--- src/rtl/reg_2bytes_uart_rx.sv ---
// rtl/reg_2bytes_uart_rx.sv - pairs two UART receive bytes into one word with an inter-byte timeout
module reg_2bytes_uart_rx #(
  parameter int TIMEOUT_CYCLES = 1000000,
  parameter int CNT_WIDTH      = 20
) (
  input  logic       clk,
  input  logic       reset,
  input  logic       enable,
  input  logic       done_rx,
  input  logic [7:0] data_rx,
  output logic [7:0] byte_one,
  output logic [7:0] byte_two,
  output logic       data_valid,
  output logic       busy,
  output logic       timeout_err
);

  // Last counter value before an orphan first byte is abandoned.
  localparam logic [CNT_WIDTH-1:0] LP_TERM = CNT_WIDTH'(TIMEOUT_CYCLES - 1);

  typedef enum logic [1:0] {
    ST_IDLE     = 2'b00,
    ST_WAIT_TWO = 2'b01
  } state_t;

  state_t               r_state;
  state_t               w_state_nxt;
  logic [7:0]           r_buf_lo;
  logic [7:0]           w_buf_lo_nxt;
  logic [7:0]           r_byte_one;
  logic [7:0]           w_byte_one_nxt;
  logic [7:0]           r_byte_two;
  logic [7:0]           w_byte_two_nxt;
  logic [CNT_WIDTH-1:0] r_cnt;
  logic [CNT_WIDTH-1:0] w_cnt_nxt;
  logic                 r_data_valid;
  logic                 w_data_valid_nxt;
  logic                 r_timeout_err;
  logic                 w_timeout_err_nxt;

  // State and datapath registers; reset discards any half-assembled pair.
  always_ff @(posedge clk or posedge reset) begin
    if (reset) begin
      r_state       <= ST_IDLE;
      r_buf_lo      <= 8'h00;
      r_byte_one    <= 8'h00;
      r_byte_two    <= 8'h00;
      r_cnt         <= '0;
      r_data_valid  <= 1'b0;
      r_timeout_err <= 1'b0;
    end else begin
      r_state       <= w_state_nxt;
      r_buf_lo      <= w_buf_lo_nxt;
      r_byte_one    <= w_byte_one_nxt;
      r_byte_two    <= w_byte_two_nxt;
      r_cnt         <= w_cnt_nxt;
      r_data_valid  <= w_data_valid_nxt;
      r_timeout_err <= w_timeout_err_nxt;
    end
  end

  // Next-state logic: capture first byte, then complete the pair or time out.
  always_comb begin
    w_state_nxt       = r_state;
    w_buf_lo_nxt      = r_buf_lo;
    w_byte_one_nxt    = r_byte_one;
    w_byte_two_nxt    = r_byte_two;
    w_cnt_nxt         = r_cnt;
    w_data_valid_nxt  = 1'b0;
    w_timeout_err_nxt = 1'b0;
    case (r_state)
      ST_IDLE: begin
        w_cnt_nxt = '0;
        if (done_rx && enable) begin
          w_buf_lo_nxt = data_rx;
          w_state_nxt  = ST_WAIT_TWO;
        end
      end
      ST_WAIT_TWO: begin
        // A strobe on the terminal-count cycle still wins over the timeout.
        if (done_rx) begin
          w_byte_one_nxt   = r_buf_lo;
          w_byte_two_nxt   = data_rx;
          w_data_valid_nxt = 1'b1;
          w_state_nxt      = ST_IDLE;
        end else if (r_cnt == LP_TERM) begin
          w_timeout_err_nxt = 1'b1;
          w_buf_lo_nxt      = 8'h00;
          w_state_nxt       = ST_IDLE;
        end else begin
          w_cnt_nxt = r_cnt + CNT_WIDTH'(1);
        end
      end
      default: begin
        // Corrupted encoding: recover silently.
        w_state_nxt = ST_IDLE;
        w_cnt_nxt   = '0;
      end
    endcase
  end

  assign byte_one    = r_byte_one;
  assign byte_two    = r_byte_two;
  assign data_valid  = r_data_valid;
  assign timeout_err = r_timeout_err;
  assign busy        = (r_state == ST_WAIT_TWO);

endmodule

--- config.mk ---
export PLATFORM = sky130hd
export DESIGN_NAME = reg_2bytes_uart_rx
export DESIGN_NICKNAME = d
export VERILOG_FILES = /design/src/rtl/reg_2bytes_uart_rx.sv
export SDC_FILE = /design/constraint.sdc
export NUM_CORES = 1
export LEC_CHECK = 0
export CAP_MARGIN = 0
export CORE_MARGIN = 5
export CORE_UTILIZATION = 56
export CTS_BUF_LIST = sky130_fd_sc_hd__clkbuf_8
export DETAILED_ROUTE_END_ITERATION = 7
export HOLD_SLACK_MARGIN = 0.12
export PLACE_DENSITY_LB_ADDON = 0.05
export SLEW_MARGIN = 10
export SYNTH_ARGS = -nofsm -noshare
export SYNTH_HDL_FRONTEND = slang
export SYNTH_SLANG_ARGS = --single-unit
--- constraint.sdc ---
create_clock -name clk -period 2.4 [get_ports clk]
set_clock_uncertainty 0.05 [all_clocks]
set_input_delay 0.24 -clock clk [delete_from_list [all_inputs] [get_ports clk]]
set_output_delay 0.24 -clock clk [all_outputs]
set_load 0.02 [all_outputs]
==> results of run 1 <==
==> registers in the layout, summed over array words and instances, names as in the netlist <==
name / count
byte_one: 8
data_valid: 1
r_state: 1
timeout_err: 1
byte_two: 8
r_buf_lo: 8
r_cnt: 20
==> power by group <==
group | internal, W | switching (W) | leakage, nW
combinational | 0.000268 | 0.000252 | 0.475
sequential | 0.000913 | 0.0000721 | 0.612
clock | 0.000412 | 0.000263 | 0.0695
total | 0.00159 | 0.000587 | 1.16
==> worst reg2reg max path: stages (launching register included) <==
cell,delay [ns]
dfrtp_1,0.46
or4b_4,0.57
nor4_4,0.34
buf_4,0.22
a21oi_4,0.07
a21o_1,0.19
==> area by class of cell <==
type | instances | area (um^2) | area share
multi-input combinational | 135 | 926 | 0.346
clock inverter | 3 | 63.8 | 0.0239
clock buffer | 5 | 68.8 | 0.0257
sequential | 47 | 1180 | 0.440
tap | 48 | 60.1 | 0.0225
inverter | 7 | 26.3 | 0.00983
timing repair buffer | 37 | 353 | 0.132
==> Yosys cell counts (all sizes together) (3+ instances only) <==
master and n:
nand3 5, dfrtp 47, and3 4, clkbuf 3, xor2 3, mux2 16
nand2 29, xnor2 3, a21oi 7, o21ai 11, nand2b 7, nor4 6
mux2i 8, nand4 7, buf 6, inv 7, nor2 7
==> metal layers <==
| metal | global-route usage | vias to the layer above |
|---|---|---|
| met5 | 0 | - |
| li1 | - | 765 |
| met4 | 0.0676 | 0 |
| met2 | 0.346 | 45 |
| met3 | 0.0443 | 6 |
| met1 | 0.260 | 805 |
==> placed cells by master, fill, tap and decap left out, types with 2 or more instances in the layout <==
master	Yosys	layout
mux2i_1	8	8
o31ai_1	2	2
and3_1	3	3
buf_4	0	7
bufinv_16	0	2
a21oi_1	5	5
nand2b_1	7	7
nor4_1	5	5
xor2_1	3	3
clkbuf_8	0	5
a31oi_1	2	2
nor2_1	7	7
nand4_1	7	7
o21ai_0	11	11
mux2_2	16	16
or4_1	2	2
or3_1	2	2
inv_1	7	7
dfrtp_1	47	47
nand2_1	29	29
clkdlybuf4s50_1	0	30
nand3_1	5	5
xnor2_1	3	3
==> kinds of logic after synthesis <==
| group | synth area share |
|---|---|
| multiplexers | 0.119 |
| AND/OR/NAND/NOR | 0.200 |
| AO/OA/AOI/OAI | 0.0757 |
| flip-flops | 0.539 |
| adder cells (fa/ha/maj) | 0.00574 |
| buffers and inverters | 0.0361 |
| XOR/XNOR | 0.0241 |
==> per-stage QoR <==
stage	instance area, um^2	utilization
floorplan	2180	-
global placement	2540	0.684
detailed placement	2540	0.684
CTS	2670	0.720
global route	2670	0.720
finish	2670	0.720
==> worst min path at each step <==
| stage | to | slack (ns) | cells past startpoint |
|---|---|---|---|
| after global routing | byte_one[4] | 0.41 | 3 |
| after detailed placement | byte_one[3] | 0.44 | 1 |
| after global placement | byte_two[1] | 0.44 | 1 |
| final | r_cnt[16] | 0.34 | 3 |
| after CTS | byte_one[4] | 0.36 | 3 |
| after floorplan | r_buf_lo[0] | 0.31 | 2 |
==> impl_metrics.json, run 1 <==
{
  "status": "completed",
  "ir_drop_uv": 515,
  "drt-met1-wl_mm": 1.94,
  "synth_area_leaders": "dfrtp_1 (54%), mux2_2 (8.3%), nand2_1 (5.0%)",
  "clk_path_buf_depth": 2,
  "powerDensity_nw_per_um2": 815,
  "layout-drive-gt1-share": 0.150,
  "netlist.area_leader.share": 0.539,
  "dp_worst_setup_slack_ns": 0.309,
  "first_pass_iters": 4,
  "syn_to_final_growth_pct": 22.6,
  "routed-via-count": 1621,
  "cts-htree-levels": 2,
  "met3_wirelength_um": 267,
  "crit_cells": 5,
  "top_layer": "met4",
  "nets": 246,
  "drc_errors": 0,
  "dp_hpwl_mm": 3.19,
  "cts_tree": "yes",
  "first_global_vias": 1726,
  "n_antenna_cell": 0,
  "reg2reg_from": "r_cnt[8]",
  "viasPerCell": 5.75,
  "grt-ovfl-total": 0,
  "clk_pin_slew_worst_paths_ns": 0.09,
  "initial_utilization": 0.587,
  "ys_warn_count": 0,
  "syn-instance-count": 198,
  "wirelength_mm": 4.75,
  "rsz0062_at_grt": "false",
  "clk-insertion-delay-late_ns": 0.30,
  "postCtsSetupBuffers": 0,
  "synth_edf_count": 0,
  "cp_data_required_time_ns": 2.54,
  "wl_met2_mm": 2.49,
  "fmax_mhz": 497,
  "synthArstFlopShare": 1.00,
  "arrival_ns": 2.15,
  "path_max_fanout": 7,
  "setup_tns_ns": 0,
  "regToRegSetupSlack_ns": 0.39,
  "portBuffers": 30,
  "ant_nets": 0,
  "worstRegToRegCells": 5,
  "cp-endpoint": "r_state[0]",
  "hp-class": "primary input to asynchronous set/reset pin",
  "max_stage_delay_ns": 0.57,
  "path_delay_family": "simple AND/OR/NAND/NOR gates",
  "placeableCoreArea_um2": 3720,
  "grt_util_all_layers": 0.204,
  "die_w_um": 72.4,
  "boundaryPins": 31,
  "drtIter0Drc": 167,
  "routabilityCongestion": 0.832,
  "grt_max_degree": 48,
  "netlist_area_um2": 2180,
  "die-area_um2": 5240,
  "row_count": 22,
  "slew_viol_final": 0,
  "synth_nets": 211,
  "path_cells": "or4b_4 -> nor4_4 -> buf_4 -> a21oi_4 -> a21o_1",
  "dp_cells": 274,
  "grt_first_pass_wirelength_mm": 8.28,
  "drv_cap": 0,
  "yosys_most_used_dff": "dfrtp_1",
  "slowest_stage": "or4b_4",
  "ctsRootBufferMaster": "clkbuf_8",
  "fill_cells": 281,
  "post_cts_resized": 0,
  "r2r-end": "r_state[0]",
  "setup_viol": 0,
  "crit_buf_inv": 1,
  "grt_antenna_before_repair": 0,
  "cts_buffers": 5,
  "crit_start": "r_cnt[8]",
  "ys_types": 41,
  "ctsHoldBuffers": 0,
  "wl_per_cell_um": 16.8,
  "tightest_slew_ns": 0.588,
  "crit_path_end_kind": "flop",
  "slew-limit-headroom": 0.606,
  "power_w": 0.00218,
  "instances_no_fill": 282,
  "die_y_um": 72.4,
  "yosysSeqAreaShare": 0.539,
  "worst_slack_ns": 0.389,
  "clkSinkCount": 47,
  "ys_seq_elements": 47,
  "leakage_nw": 1.16,
  "syn_area_per_cell_um2": 11.0,
  "start_kind": "flop",
  "synth_top_cell_by_area": "dfrtp_1",
  "fin_crit_sh": 0.838,
  "timing.hold.ws_ns": 0.338,
  "hold_viol_final": 0,
  "critPathKind": "flop to flop",
  "min_period_ns": 2.01
}
(Power assumes the default switching activity.)
==> run 2, diff against run 1 <==
clock period = 1.9 ns   (was 2.4 ns; I/O delays follow)
==> impl_metrics.json, run 2 (synthesis gave the netlist of run 1 again) <==
{
  "status": "finished with violations",
  "violations": "setup timing",
  "timing.hold.ws_ns": 0.167,
  "cts_buffers": 5,
  "start_kind": "flop",
  "cts-htree-levels": 2,
  "routed-via-count": 1757,
  "rsz0062_at_grt": "true",
  "dp_worst_setup_slack_ns": -0.0198,
  "layout-drive-gt1-share": 0.231,
  "die-area_um2": 5240,
  "fin_crit_sh": 1.04,
  "grt_antenna_before_repair": 0,
  "min_period_ns": 1.97,
  "slew_viol_final": 0,
  "grt_max_degree": 48,
  "grt_first_pass_wirelength_mm": 8.51,
  "wl_per_cell_um": 16.9,
  "boundaryPins": 31,
  "clk-insertion-delay-late_ns": 0.31,
  "fmax_mhz": 507,
  "powerDensity_nw_per_um2": 896,
  "cts_tree": "yes",
  "crit_path_end_kind": "flop",
  "clk_path_buf_depth": 2,
  "setup_viol": 10,
  "leakage_nw": 1.25,
  "clkSinkCount": 47,
  "clk_pin_slew_worst_paths_ns": 0.10,
  "dp_cells": 288,
  "nets": 267,
  "arrival_ns": 2.14,
  "placed_cell_area_um2": 2670,
  "die_y_um": 72.4,
  "hold_viol_final": 0,
  "tightest_slew_ns": 0.439,
  "initial_utilization": 0.587,
  "first_pass_iters": 4,
  "wirelength_mm": 5.12,
  "viasPerCell": 5.80,
  "grt-ovfl-total": 0,
  "drtIter0Drc": 200,
  "critPathKind": "flop to flop",
  "fin_area_um2": 2850,
  "instances_no_fill": 303,
  "hp-class": "primary input to asynchronous set/reset pin",
  "largest-register": "r_cnt",
  "syn_to_final_growth_pct": 30.5,
  "grt_util_all_layers": 0.209,
  "first_global_vias": 1875,
  "drv_cap": 0,
  "layout_common_cells": "dfrtp_1 (47), clkdlybuf4s50_1 (30), nand2_1 (29)",
  "slowest_stage": "or4bb_4",
  "max_stage_delay_ns": 0.56,
  "ir_drop_uv": 754,
  "worst_slack_ns": -0.0735,
  "path_max_fanout": 7,
  "path_cells": "or4bb_4 -> nor4_4 -> buf_6 -> buf_12 -> a21oi_4 -> a21o_1",
  "die_w_um": 72.4,
  "layout_commonest_cell": "dfrtp_1",
  "routabilityCongestion": 0.859,
  "row_count": 22,
  "dp_hpwl_mm": 3.63,
  "largest_register_ffs": 20,
  "cp_data_required_time_ns": 2.06,
  "slew-limit-headroom": 0.707,
  "ant_nets": 0,
  "n_antenna_cell": 0,
  "drc_errors": 0,
  "ctsRootBufferMaster": "clkbuf_8",
  "placeableCoreArea_um2": 3720,
  "portBuffers": 30,
  "setup_tns_ns": -0.400
}
## run 2: cell count changes in the layout (fill, tap and decap cells not counted), sizes merged
cell / before / now
clkinvlp: 0 / 1
buf: 7 / 28
clkinv: 1 / 3
bufinv: 2 / 0
inv: 7 / 6
## run 2: where the power goes
group / leakage (nW) / internal [W] / total [W] / switching (W)
Sequential: 0.612 / 0.00115 / 0.00125 / 0.0000982
Clock: 0.0443 / 0.000263 / 0.000627 / 0.000363
Combinational: 0.598 / 0.000350 / 0.000671 / 0.000321
## run 2: area by class of cell
cell class,count,area (um^2)
Sequential cell,47,1180
Multi-Input combinational cell,135,938
Fill cell,240,870
Timing Repair Buffer,58,552
Clock buffer,5,68.8
Tap cell,48,60.1
Inverter,7,26.3
Clock inverter,3,25.0
## run 2: path summary, 6_finish.rpt
check | endpoint | start | cells after the start | slack [ns]
hold reg to reg | byte_two[4] | byte_two[4] | 1 | 0.46
setup / recovery | r_state[0] | r_cnt[6] | 6 | -0.07
setup reg to reg | r_state[0] | r_cnt[6] | 6 | -0.07
min in group clk | r_buf_lo[6] | data_rx[6] | 3 | 0.42
max in group asynchronous | byte_one[6] | reset | 3 | 1.41
hold / removal | r_cnt[11] | reset | 3 | 0.17
## run 2: metal layers
metal,track usage,share of wire,vias up
met5,0,0,-
met3,0.0665,0.060,17
li1,-,-,812
met2,0.381,0.56,67
met1,0.221,0.36,861
met4,0.0820,0.027,0
## run 2: stage by stage
stage | util | power (W)
floorplan | - | 0.00159
global placement | 0.719 | 0.00192
detailed placement | 0.719 | 0.00195
CTS | 0.745 | 0.00256
global route | 0.766 | 0.00268
finish | 0.766 | 0.00255
## run 2: repair_timing
item,in CTS,in global routing
buffers inserted,0,7
resized for setup,1,3
pin swaps,0,2
endpoints found under the setup margin,3,18
hold buffers,0,0
## run 2: worst max-delay path, delay by kind of cell (launching register included)
kind / cells / cell delay (ns)
simple gates: 2 / 0.90
flops: 1 / 0.41
buf+inv: 2 / 0.28
compound gates: 2 / 0.24
==> run 3, diff against run 2 <==
CORE_MARGIN = 1   (was 5)
==> impl_metrics.json, run 3 (synthesis gave the netlist of run 1 again) <==
{
  "status": "finished with violations",
  "violations": "setup timing",
  "clk-insertion-delay-late_ns": 0.29,
  "row_count": 22,
  "grt_antenna_before_repair": 0,
  "layout_common_cells": "dfrtp_1 (47), clkdlybuf4s50_1 (30), nand2_1 (28)",
  "drv_cap": 0,
  "hold_viol_final": 0,
  "largest-register": "r_cnt",
  "clkSinkCount": 47,
  "slew_viol_final": 0,
  "layout_commonest_cell": "dfrtp_1",
  "ctsHoldBuffers": 0,
  "grt_util_all_layers": 0.249,
  "die_w_um": 64.4,
  "ctsRootBufferMaster": "clkbuf_8",
  "reg2reg_from": "r_cnt[15]",
  "portBuffers": 30,
  "drc_errors": 0,
  "wl_per_cell_um": 16.1,
  "grt_max_degree": 20,
  "clk_path_buf_depth": 2,
  "utilization": 0.780,
  "arrival_ns": 2.05,
  "n_antenna_cell": 0,
  "grt_first_pass_wirelength_mm": 7.78,
  "start_kind": "flop",
  "initial_utilization": 0.591,
  "die-area_um2": 4150,
  "cts-htree-levels": 2,
  "wirelength_mm": 4.85,
  "ant_nets": 0,
  "die_y_um": 64.4,
  "first_pass_iters": 5,
  "clk_pin_slew_worst_paths_ns": 0.09,
  "rsz0062_at_grt": "true",
  "critPathKind": "flop to flop",
  "crit_path_end_kind": "flop",
  "nets": 265,
  "worstRegToRegCells": 5,
  "setup_viol": 3,
  "cts_tree": "yes",
  "first_global_vias": 1760,
  "cp_data_required_time_ns": 2.03,
  "fill_cells": 256,
  "fin_crit_sh": 1.01,
  "worst_slack_ns": -0.0230,
  "grt-ovfl-total": 0,
  "hp-class": "primary input to asynchronous set/reset pin",
  "fmax_mhz": 520,
  "largest_register_ffs": 20,
  "ir_drop_uv": 706,
  "slew-limit-headroom": 0.630,
  "path_max_fanout": 5,
  "drtIter0Drc": 63,
  "dp_worst_setup_slack_ns": -0.0422,
  "syn_to_final_growth_pct": 31.8,
  "leakage_nw": 1.28,
  "routabilityCongestion": 0.915,
  "routed-via-count": 1696,
  "dp_hpwl_mm": 3.41,
  "min_period_ns": 1.92,
  "viasPerCell": 5.63,
  "crit_start": "r_cnt[15]",
  "cts_buffers": 5,
  "boundaryPins": 31,
  "placeableCoreArea_um2": 3690,
  "powerDensity_nw_per_um2": 966,
  "layout-drive-gt1-share": 0.233,
  "tightest_slew_ns": 0.551,
  "setup_tns_ns": -0.0356
}
==> run 3: worst paths after layout <==
path	to	slack [ns]
hold / removal	byte_one[0]	0.13
max in group asynchronous	r_cnt[0]	1.12
hold reg to reg	byte_one[5]	0.47
min in group clk	r_buf_lo[6]	0.40
setup reg to reg	r_cnt[10]	-0.02
setup / recovery	r_cnt[10]	-0.02
==> run 3: cell type report <==
class,count,area [um^2],area share
well taps,48,60.1,0.0209
inverters,7,26.3,0.00914
multi-input cells,135,952,0.331
repair buffers,56,524,0.182
flip-flops and latches,47,1180,0.409
clock inverters,3,67.6,0.0235
clock buffers,5,68.8,0.0239
==> run 3: through the flow <==
step	power, W	hold WS [ns]	cell area, um^2	instances
global route	0.00288	0.162	2880	301
floorplan	0.00159	0.257	2180	198
CTS	0.00280	0.140	2830	299
finish	0.00278	0.132	2880	301
global placement	0.00191	0.436	2690	290
detailed placement	0.00193	0.444	2690	290
==> run 3: critical path: stages, from the launching register on <==
cell	delay, ns
dfrtp_1	0.41
or4bb_4	0.54
nor4_4	0.38
buf_4	0.20
o311ai_1	0.14
o41ai_2	0.09
==> run 3: power breakdown <==
group          internal (W)  switching (W)
sequential          0.00115      0.0000866
combinational      0.000353       0.000323
clock              0.000525       0.000338
==> run 3: per-layer routing <==
| metal | vias to the layer above | GRT usage | wire length (um) |
|---|---|---|---|
| li1 | 810 | - | - |
| met3 | 6 | 0.0518 | 220 |
| met5 | - | 0 | 0 |
| met4 | 0 | 0.103 | 58 |
| met1 | 838 | 0.291 | 2050 |
| met2 | 42 | 0.439 | 2530 |
==> run 3: repair_timing <==
item	CTS	global route
resized for setup	2	13
buffers inserted	1	2
cloned	0	0
pin swaps	0	6
setup endpoints to repair	11	18
